### config.mk
export PLATFORM = sky130hd
export DESIGN_NAME = frame_composer
export DESIGN_NICKNAME = d
export VERILOG_FILES = /design/src/rtl/frame_composer.sv
export SDC_FILE = /design/constraint.sdc
export NUM_CORES = 1
export LEC_CHECK = 0
export BUFFER_PORTS_ARGS = -buffer_cell sky130_fd_sc_hd__buf_2
export CORE_MARGIN = 1
export CORE_UTILIZATION = 50
export DETAILED_ROUTE_END_ITERATION = 7
export HOLD_SLACK_MARGIN = 0.03
export PLACE_DENSITY = 0.75
export REMOVE_ABC_BUFFERS = 1
export SYNTH_ARGS = -nofsm -noshare
export SYNTH_HDL_FRONTEND = slang
export SYNTH_SLANG_ARGS = --single-unit
### constraint.sdc
create_clock -name clk_i -period 2.3 [get_ports clk_i]
set_input_delay 0.46 -clock clk_i [delete_from_list [all_inputs] [get_ports clk_i]]
set_output_delay 0.46 -clock clk_i [all_outputs]
set_load 0.05 [all_outputs]
### src/rtl/frame_composer.sv
// frame_composer: renders bird, up to two pipes or a game-over checkerboard
// into a gs*gs pixel matrix one row per cycle. It then enables the display
// scanner and waits for its done pulse before returning to idle.
//
// Handshake with the display stage: e_disp_o goes high once the matrix is
// complete and stays high until the first d_disp_i=1 seen in SHOW. It then
// drops for at least one cycle, which re-arms the scanner for the next frame.
// matrix_o is only written while e_disp_o is low.
module frame_composer #(
   parameter int gs       = 8,
   parameter int BIRD_COL = 1,
   parameter int GAP      = 3,
   parameter int AW       = 3
) (
   input  logic              clk_i,
   input  logic              rst_n_i,
   input  logic              start_i,
   input  logic [AW-1:0]     bird_y_i,
   input  logic              pipe0_v_i,
   input  logic [AW-1:0]     pipe0_x_i,
   input  logic [AW-1:0]     pipe0_gap_i,
   input  logic              pipe1_v_i,
   input  logic [AW-1:0]     pipe1_x_i,
   input  logic [AW-1:0]     pipe1_gap_i,
   input  logic              game_over_i,
   input  logic              d_disp_i,
   output logic [gs*gs-1:0]  matrix_o,
   output logic              e_disp_o,
   output logic              busy_o,
   output logic              frame_done_o,
   output logic              hit_o
);

   typedef enum logic [1:0] {
      IDLE  = 2'd0,
      BUILD = 2'd1,
      SHOW  = 2'd2
   } state_t;

   state_t state_q, state_d;

   // Scene snapshot, frozen for the whole frame
   logic [AW-1:0] bird_y_q;
   logic          p0_v_q, p1_v_q;
   logic [AW-1:0] p0_x_q, p0_gap_q, p1_x_q, p1_gap_q;
   logic          go_q;

   logic [AW-1:0] row_cnt_q;
   logic          hit_flag_q;
   logic          last_row;

   // Per-row rendering results
   logic [gs-1:0] bird_bits, pipe_bits, go_bits, row_bits;
   logic          row_hit;
   logic [AW+1:0] row_ext, g0_lo, g0_hi, g1_lo, g1_hi;
   logic          in_gap0, in_gap1;

   assign last_row = (row_cnt_q == AW'(gs - 1));

   // Render the row currently addressed by row_cnt_q from the snapshot
   always_comb begin
      bird_bits = '0;
      pipe_bits = '0;
      go_bits   = '0;
      row_ext   = {2'b00, row_cnt_q};
      // gap end is widened by two bits so gap+GAP never wraps back into range
      g0_lo     = {2'b00, p0_gap_q};
      g0_hi     = g0_lo + (AW+2)'(GAP);
      g1_lo     = {2'b00, p1_gap_q};
      g1_hi     = g1_lo + (AW+2)'(GAP);
      in_gap0   = (row_ext >= g0_lo) && (row_ext < g0_hi);
      in_gap1   = (row_ext >= g1_lo) && (row_ext < g1_hi);
      for (int c = 0; c < gs; c++) begin
         if (p0_v_q && (p0_x_q == AW'(c)) && !in_gap0) pipe_bits[c] = 1'b1;
         if (p1_v_q && (p1_x_q == AW'(c)) && !in_gap1) pipe_bits[c] = 1'b1;
         go_bits[c] = (row_cnt_q[0] == 1'(c % 2));
      end
      if (row_cnt_q == bird_y_q) bird_bits[BIRD_COL] = 1'b1;
      row_bits = go_q ? go_bits : (bird_bits | pipe_bits);
      row_hit  = !go_q && (|(bird_bits & pipe_bits));
   end

   // Next-state decode
   always_comb begin
      state_d = state_q;
      case (state_q)
         IDLE:    if (start_i)  state_d = BUILD;
         BUILD:   if (last_row) state_d = SHOW;
         SHOW:    if (d_disp_i) state_d = IDLE;
         default: state_d = IDLE;
      endcase
   end

   // State register and registered busy decode
   always_ff @(posedge clk_i or negedge rst_n_i) begin
      if (!rst_n_i) begin
         state_q <= IDLE;
         busy_o  <= 1'b0;
      end else begin
         state_q <= state_d;
         busy_o  <= (state_d != IDLE);
      end
   end

   // Capture the scene on the frame request
   always_ff @(posedge clk_i or negedge rst_n_i) begin
      if (!rst_n_i) begin
         bird_y_q <= '0;
         p0_v_q   <= 1'b0;
         p0_x_q   <= '0;
         p0_gap_q <= '0;
         p1_v_q   <= 1'b0;
         p1_x_q   <= '0;
         p1_gap_q <= '0;
         go_q     <= 1'b0;
      end else if (state_q == IDLE && start_i) begin
         bird_y_q <= bird_y_i;
         p0_v_q   <= pipe0_v_i;
         p0_x_q   <= pipe0_x_i;
         p0_gap_q <= pipe0_gap_i;
         p1_v_q   <= pipe1_v_i;
         p1_x_q   <= pipe1_x_i;
         p1_gap_q <= pipe1_gap_i;
         go_q     <= game_over_i;
      end
   end

   // Row building, collision tracking and display handshake
   always_ff @(posedge clk_i or negedge rst_n_i) begin
      if (!rst_n_i) begin
         row_cnt_q    <= '0;
         matrix_o     <= '0;
         hit_flag_q   <= 1'b0;
         hit_o        <= 1'b0;
         e_disp_o     <= 1'b0;
         frame_done_o <= 1'b0;
      end else begin
         frame_done_o <= 1'b0;
         case (state_q)
            IDLE: begin
               if (start_i) begin
                  row_cnt_q  <= '0;
                  hit_flag_q <= 1'b0;
               end
            end
            BUILD: begin
               matrix_o[gs*row_cnt_q +: gs] <= row_bits;
               hit_flag_q <= hit_flag_q | row_hit;
               if (last_row) begin
                  row_cnt_q <= '0;
                  hit_o     <= hit_flag_q | row_hit;
                  e_disp_o  <= 1'b1;
               end else begin
                  row_cnt_q <= row_cnt_q + 1'b1;
               end
            end
            SHOW: begin
               if (d_disp_i) begin
                  e_disp_o     <= 1'b0;
                  frame_done_o <= 1'b1;
               end
            end
            default: ;
         endcase
      end
   end

endmodule

# Word level (Yosys, flattened, before mapping)
# Cells that the tools add are included.
# classes
n_addsub	4
n_lt_le_gt_ge	4
eq_ne	21
shifts	2
n_mux	33
bitwise	4
n_reduce_logical	49
# ops
operator	n
64-bit bitwise mux	1
8-bit by 34-bit variable shift with 64-bit output, first input constant	1
8-bit by 34-bit indexed part select with 64-bit output	1
1-bit logical AND	36
6-bit negator with 34-bit output	1
3-bit equality test, second input constant	9
1-bit 2-to-1 mux	22
3-bit by 2-bit equality test with 1-bit output, second input constant	4
3-bit by 2-bit adder with 4-bit output, second input constant	2
2-bit by 8-bit AND with 8-bit output	1
3-bit by 4-bit less-than comparator with 1-bit output	2
8-bit 2-to-1 mux	1
2-bit by 8-bit bitwise OR with 8-bit output	1
8-bit OR reduction	1
3-bit by 1-bit equality test with 1-bit output, second input constant	2
3-bit >= comparator	2
3-bit zero test	2
2-bit 2-to-1 mux	3
3-bit 2-to-1 mux	2
2-bit != test, second input constant	3
2-bit one-hot mux with 3 select lines	1
3-bit one-hot mux with 2 select lines	1
2-bit nonzero test	3
1-bit one-hot mux with 2 select lines	2
10 further kinds	13
# word_totals
register_bits	92
word_cells	133

# Longest topological paths before layout
# Gate-level depths: netlist of run 1.
# logic_depth
word_depth	12
depth_mapped	10

# Worst setup path before layout of run 1
# Ideal clock, no wire load.
# synth_path
path_kind	register -> register
startpoint	reg p0_gap_q[0]
endpoint	reg matrix_o[29]
setup_time_ps	126
arrival_ps	2263
required_time_ps	2174
path_slack_ps	-89
stages_incl_launch_ff	11
path_buffers	1
synth_period_minus_slack_ps	2389
path_cell_list	dfrtp_1 inv_1 ha_1 xor2_1 ha_1 a21oi_1 a21oi_1 and2_1 buf_2 a211o_2 a221o_1
# synth_between
elab_chain_cells	11
# synth_rtl
element	line	rtl
start, declared	45	logic [AW-1:0] p0_x_q, p0_gap_q, p1_x_q, p1_gap_q;
start signal, assigned	120	p0_gap_q <= pipe0_gap_i;
3-bit by 2-bit adder with 4-bit output	68	g0_hi = g0_lo + (AW+2)'(GAP);
3-bit by 4-bit less-than comparator with 1-bit output	71	in_gap0 = (row_ext >= g0_lo) && (row_ext < g0_hi);
1-bit logical AND *	71	
1-bit zero test *	74	if (p0_v_q && (p0_x_q == AW'(c)) && !in_gap0) pipe_bits[c] = 1'b1;
1-bit logical AND	74	
1-bit 2-to-1 mux	74	
1-bit 2-to-1 mux	75	if (p1_v_q && (p1_x_q == AW'(c)) && !in_gap1) pipe_bits[c] = 1'b1;
2-bit by 8-bit bitwise OR with 8-bit output *	79	row_bits = go_q ? go_bits : (bird_bits | pipe_bits);
8-bit 2-to-1 mux *	79	
8-bit by 34-bit indexed part select with 64-bit output *	147	matrix_o[gs*row_cnt_q +: gs] <= row_bits;
64-bit bitwise mux *	147	
end signal, assigned by index	147	
end, declared	27	output logic [gs*gs-1:0] matrix_o,
# Every way passes the cells marked *; elsewhere a longest branch is shown, timed or not.
# A chain may end at the register's enable or synchronous reset.

# Final worst setup path of run 1
# layout_path
startpoint	reg p1_gap_q[0]
endpoint	reg matrix_o[29]
# layout_between
elab_chain_cells	10
# layout_rtl
element	line	rtl
start, declared	45	
start signal, assigned	123	p1_gap_q <= pipe1_gap_i;
3-bit by 2-bit adder with 4-bit output	70	g1_hi = g1_lo + (AW+2)'(GAP);
3-bit by 4-bit less-than comparator with 1-bit output	72	in_gap1 = (row_ext >= g1_lo) && (row_ext < g1_hi);
1-bit logical AND *	72	
1-bit zero test *	75	
1-bit logical AND	75	
1-bit 2-to-1 mux	75	
2-bit by 8-bit bitwise OR with 8-bit output *	79	
8-bit 2-to-1 mux *	79	
8-bit by 34-bit indexed part select with 64-bit output *	147	
64-bit bitwise mux *	147	
# Marks and branches as above.

==> metrics.cfg, run 1 <==
[sta]
setup_viol = 39
hold_violations = 0
post-route-period-util_pct = 106
period_needed_ns = 2.44
rsz0062_at_grt = yes
maxSlewViolCount = 0
tightest_slew_ns = 0.599
final.setup_skew_ns = 0.0149
fin_ws_ns = -0.141
hold_slack_ns = 0.0383
maxSlewHeadroom_pct = 60.0
fmax_ghz = 0.410

[synthesis]
netlist_instances = 405
synth.top_cell.area_share_pct = 51.5
yosys_warnings = 0
synth-async-reset-ratio_pct = 100
synth-edff-count = 0
syn_area_sq_um = 4470
seq_area_frac_synth_pct = 51.5
synth.area.top_cells = dfrtp_1 (51%), ha_1 (5.9%), a22o_1 (4.5%)
syn_avg_cell_area_sq_um = 11.0
synth_ff_type = dfrtp_1
synth-seq-cells = 92
ys_types = 58
yosys.area.top_type = dfrtp_1

[cells_and_area]
final_cells = 664
area_growth_pct = 31.8
nNetsFinal = 595
diodes = 0
fin_util_pct = 67.9
drive_gt1_share_pct = 41.0
fillers = 688

[setup_path]
r2r_slack_ns = -0.14
critPathArrivalTime_ns = 2.70
cp_cell_sequence = inv_2 > ha_4 > xor2_1 > ha_1 > a21oi_2 > buf_4 > a2111oi_4 > buf_4 > and2_4 > a211o_4 > a221o_1
crit_slowest_cell = dfrtp_1
critPathCaptureType = flip-flop
critPathKind = flip-flop to flip-flop
crit_family = compound AO/OA/AOI/OAI gates
ff2ff_path_depth = 11
cp.buffers_inverters = 3
cp_data_required_time_ns = 2.56
timing.rr.start = p1_gap_q[0]
worstReg2RegEnd = matrix_o[29]
start_kind = flip-flop
crit_top_cell = buf_4
slowest_delay_ns = 0.39
worst-path-max-fanout = 6

[pwr]
power.leakage_uw = 0.00282
seqPwrFrac_pct = 26.8
combPwrFrac_pct = 63.3
clockPowerShare_pct = 9.9
sw_frac_of_total_pct = 51.2
p_int_uw = 4900
ir_worst_vdd_v = 0.000906
switchingPower_uw = 5140
power_uw = 10000
power.density_nw_per_um2 = 1700

[place]
globalplace.congestion = 0.915
dp_cells = 638
dp_hpwl_mm = 8.67
portBuffers = 89

[job]
cap_violations = 0

[cts]
cts_root_buffer = clkbuf_8
cts_buffers = 9
tritoncts = yes
clockBufferDepth = 2
insertion_delay_ns = 0.37
cts.sinks = 92
clk_pin_slew_ns = 0.10
cts_max_level = 3
holdBufCountCts = 0

[grt]
grt_max_degree = 36
grt_pass1_wl_mm = 18.5
grt_overflow = 0
grt_pass1_vias = 3662
grt_use_total_pct = 26.5
antenna_found_initial = 0

[floorplanning]
ios = 90
core_sq_um = 8680
fp.dieH_um = 96.6
initial_core_util_pct = 51.6
die_w_um = 96.6
num_rows = 34
die_area_sq_um = 9330

[drt]
post_drt_wl_per_cell_um = 18.0
num_vias = 3849
dr.pass1.iters = 5
drc = 0
routed_wl_mm = 11.9
vias_per_cell = 5.80
antenna_left = 0
drt_iter0_drc = 238

[hold_path]
min_path_type = input pin to asynchronous set/reset pin

[status]
violations = negative setup slack
status = finished with violations

[state kept, by name (all words and copies together) (netlist names), 2 cells and up]
name	flops
matrix_o	64
bird_y_q	3
p0_gap_q	3
p0_x_q	3
p1_gap_q	3
p1_x_q	3
row_cnt_q	3
state_q	2
[kinds of logic (layout without fill, tap and decap cells)]
kind of cell / after synthesis / count (layout) / share of synthesized area (%)
flops: 92 / 92 / 51.5
compound gates: 116 / 116 / 20.8
mux: 13 / 13 / 3.22
simple gates: 135 / 135 / 15.5
fa+ha+maj: 21 / 21 / 5.87
buf+inv: 23 / 174 / 2.18
xor+xnor: 5 / 5 / 0.979
[worst max-delay path by stage]
stage	from	end	slack (ns)	depth (start not counted)
floorplan	row_cnt_q[0]	matrix_o[16]	-0.05	8
global placement	p0_gap_q[0]	matrix_o[29]	-0.12	9
detailed placement	p0_gap_q[0]	matrix_o[29]	-0.18	9
CTS	p1_gap_q[0]	matrix_o[20]	-0.11	10
global route	p1_gap_q[0]	matrix_o[61]	-0.22	11
finish	p1_gap_q[0]	matrix_o[29]	-0.14	11
[cells in the final DEF (no fill, tap or decap), drive strengths merged, types with 8 or more instances in the layout]
cell / instances
buf: 146
dfrtp: 92
nand2: 48
nor2: 27
o21ai: 24
a22o: 23
ha: 21
a221o: 18
nand3: 17
inv: 17
a21oi: 15
mux2: 11
clkbuf: 9
o22ai: 8
[cell type report]
class / count / area [sq um] / share of cell area, %
clock inverter: 6 / 47.5 / 0.806
sequential: 92 / 2300 / 39.1
timing repair buffer: 146 / 915 / 15.5
clock buffer: 9 / 124 / 2.10
tap: 108 / 135 / 2.29
multi-input combinational: 290 / 2320 / 39.4
inverter: 13 / 48.8 / 0.828
[cells in the mapped netlist, drive strengths merged (4+ instances only)]
cell    number
a221oi       5
inv         13
o221ai       4
ha          21
nand2       48
o22ai        8
nand3       17
o21ai       24
a221o       18
nor2b        7
nor2        27
a22o        23
nand2b       7
dfrtp       92
and2         7
nor3         5
mux2        11
buf          7
a21oi       15
[layer usage]
layer  global-route usage, %  wire [um]  vias up  share of wire (%)
met3                    5.63        678       26                5.7
met2                    43.3       5780      147                 48
met1                    35.0       5230     1868                 44
met4                    8.95        258        0                2.2
li1                        -          -     1808                  -
met5                       0          0        -                  0
[power groups by stage]
stage | Combinational, uW | Sequential [uW] | Clock, uW
finish | 6360 | 2690 | 996
floorplan | 2390 | 3920 | 0
CTS | 5980 | 2670 | 1000
global placement | 5400 | 2680 | 0
global route | 6810 | 2770 | 1090
detailed placement | 5490 | 2690 | 0
[metrics by stage]
stage | setup TNS [ns] | area, sq um | setup WS, ns
floorplan | -0.416 | 4430 | -0.0527
finish | -2.11 | 5900 | -0.141
global placement | -1.42 | 5370 | -0.121
CTS | -1.50 | 5730 | -0.110
global route | -7.45 | 5900 | -0.220
detailed placement | -4.08 | 5370 | -0.179
[what timing repair did]
action | CTS | global route
setup endpoints to repair | 55 | 66
gates resized for setup | 34 | 29
buffers inserted | 14 | 7
pin swaps | 39 | 30
(Power assumes the default switching activity.)
==> run 2: changes to the inputs <==
--- a/config.mk
+++ b/config.mk
@@ -10,6 +10,7 @@
 export CORE_UTILIZATION = 50
 export DETAILED_ROUTE_END_ITERATION = 7
 export HOLD_SLACK_MARGIN = 0.03
+export MAX_ROUTING_LAYER = met4
 export PLACE_DENSITY = 0.75
 export REMOVE_ABC_BUFFERS = 1
 export SYNTH_ARGS = -nofsm -noshare
==> run 2 against run 1 <==
- the flow still finishes with violations (negative setup slack)
- global-route usage increased by 0.51 points
- non-clock buffer count decreased by 7
- worst setup slack got worse by 0.020 ns
- clock power increased by 12%
- register-to-register slack got worse by 0.02 ns
- sequential power about the same
- largest cell class is now registers
- first-iteration DRC count decreased by 20%
==> metrics.cfg, run 2 (synthesis gave the netlist of run 1 again) <==
[status]
status = finished with violations
violations = negative setup slack

[sta]
fmax_ghz = 0.406
final.setup_skew_ns = 0.0109
maxSlewHeadroom_pct = 64.3
hold_violations = 0
rsz0062_at_grt = yes
setup-tns-final_ns = -3.27
hold_slack_ns = 0.0459
fin_ws_ns = -0.161
maxSlewViolCount = 0
tightest_slew_ns = 0.536
post-route-period-util_pct = 107
setup_viol = 56
period_needed_ns = 2.46

[cts]
cts_root_buffer = clkbuf_8
clockBufferDepth = 2
cts.sinks = 92
cts_buffers = 9
cts_max_level = 3
insertion_delay_ns = 0.36
tritoncts = yes
holdBufCountCts = 0
clk_pin_slew_ns = 0.09

[setup_path]
critPathArrivalTime_ns = 2.72
critPathKind = flip-flop to flip-flop
critPathCaptureType = flip-flop
cp_data_required_time_ns = 2.56
start_kind = flip-flop
worst-path-max-fanout = 6

[drt]
vias_per_cell = 5.95
routed_wl_mm = 11.9
dr.pass1.iters = 5
antenna_left = 0
drc = 0
num_vias = 3912
post_drt_wl_per_cell_um = 18.0
drt_iter0_drc = 191

[cells_and_area]
nNetsFinal = 588
regMostFlops = matrix_o
area_growth_pct = 29.0
largest_reg_flops = 64
drive_gt1_share_pct = 38.9
layout_commonest_cell = dfrtp_1
fillers = 698
most-common-layout-cells = dfrtp_1 (92), buf_2 (88), nand2_1 (48), buf_4 (48), a22o_1 (23)
diodes = 0
fin_util_pct = 66.5

[floorplanning]
ios = 90
fp.dieH_um = 96.6
num_rows = 34
die_w_um = 96.6
die_area_sq_um = 9330
initial_core_util_pct = 51.6
core_sq_um = 8680

[grt]
grt_overflow = 0
grt_pass1_wl_mm = 18.3
grt_max_degree = 36
antenna_found_initial = 0
grt_pass1_vias = 3601
grt_use_total_pct = 27.0

[hold_path]
min_path_type = input pin to asynchronous set/reset pin

[pwr]
ir_worst_vdd_v = 0.000996
power.density_nw_per_um2 = 1710
power.leakage_uw = 0.00277
power_uw = 9850

[place]
portBuffers = 89
dp_hpwl_mm = 8.88
globalplace.congestion = 0.916

[job]
cap_violations = 0

[run 2: changes by cell type in the layout (fill, tap and decap cells not counted), sizes merged]
cell	change
buf	-7
bufinv	+1
clkbuf	+2
clkinv	+1
inv	-3
[run 2: critical path, cell delays in order (launching register included)]
cell	delay [ns]
dfrtp_1	0.39
inv_2	0.07
ha_4	0.16
xor2_1	0.13
ha_1	0.34
nand3b_1	0.18
a2111oi_4	0.37
buf_4	0.20
a221oi_4	0.08
buf_6	0.17
o41ai_2	0.26
[run 2: metal layers]
metal  part of all wire (%)  global-route usage (%)  up-vias
li1                       -                       -     1798
met4                    2.1                    9.56        0
met2                     48                    43.5      164
met1                     44                    34.6     1923
met5                      0                       -        -
met3                    5.7                    4.38       27
[run 2: cell type report]
class,count,area (sq um),share of cell area [%]
flip-flops and latches,92,2300,39.9
inverters,13,48.8,0.845
clock buffers,11,141,2.45
clock inverters,5,60.1,1.04
well taps,108,135,2.34
repair buffers,139,843,14.6
multi-input cells,290,2240,38.8
[run 2: final timing paths]
| path | startpoint | end | slack (ns) | depth (start not counted) |
|---|---|---|---|---|
| worst max-delay path | p1_gap_q[1] | hit_flag_q | -0.16 | 10 |
| worst min-delay path | rst_n_i | busy_o | 0.05 | 1 |
| worst max register to register | p1_gap_q[1] | hit_flag_q | -0.16 | 10 |
| worst min register to register | matrix_o[15] | matrix_o[15] | 0.49 | 2 |
| max in group asynchronous | rst_n_i | matrix_o[24] | 1.57 | 2 |
| min in group clk_i | pipe0_gap_i[1] | p0_gap_q[1] | 0.29 | 3 |
[run 2: report_power, final]
group | total, uW | internal [uW] | switching [uW]
clock network | 1120 | 537 | 579
registers | 2690 | 2180 | 508
logic | 6040 | 2140 | 3910
total | 9850 | 4860 | 5000
[run 2: stage by stage]
| step | std cells | worst slack (ns) | instance area, sq um |
|---|---|---|---|
| finish | 658 | -0.161 | 5770 |
| global route | 658 | -0.238 | 5770 |
| CTS | 655 | -0.0893 | 5630 |
| detailed placement | 638 | -0.179 | 5370 |
| global placement | 638 | -0.117 | 5370 |
| floorplan | 395 | -0.0527 | 4430 |
[run 2: repair_timing]
action                                  CTS  global route
resized for setup                        15            25
buffers inserted                          1             5
endpoints found under the setup margin   53            65
pin swaps                                19            11
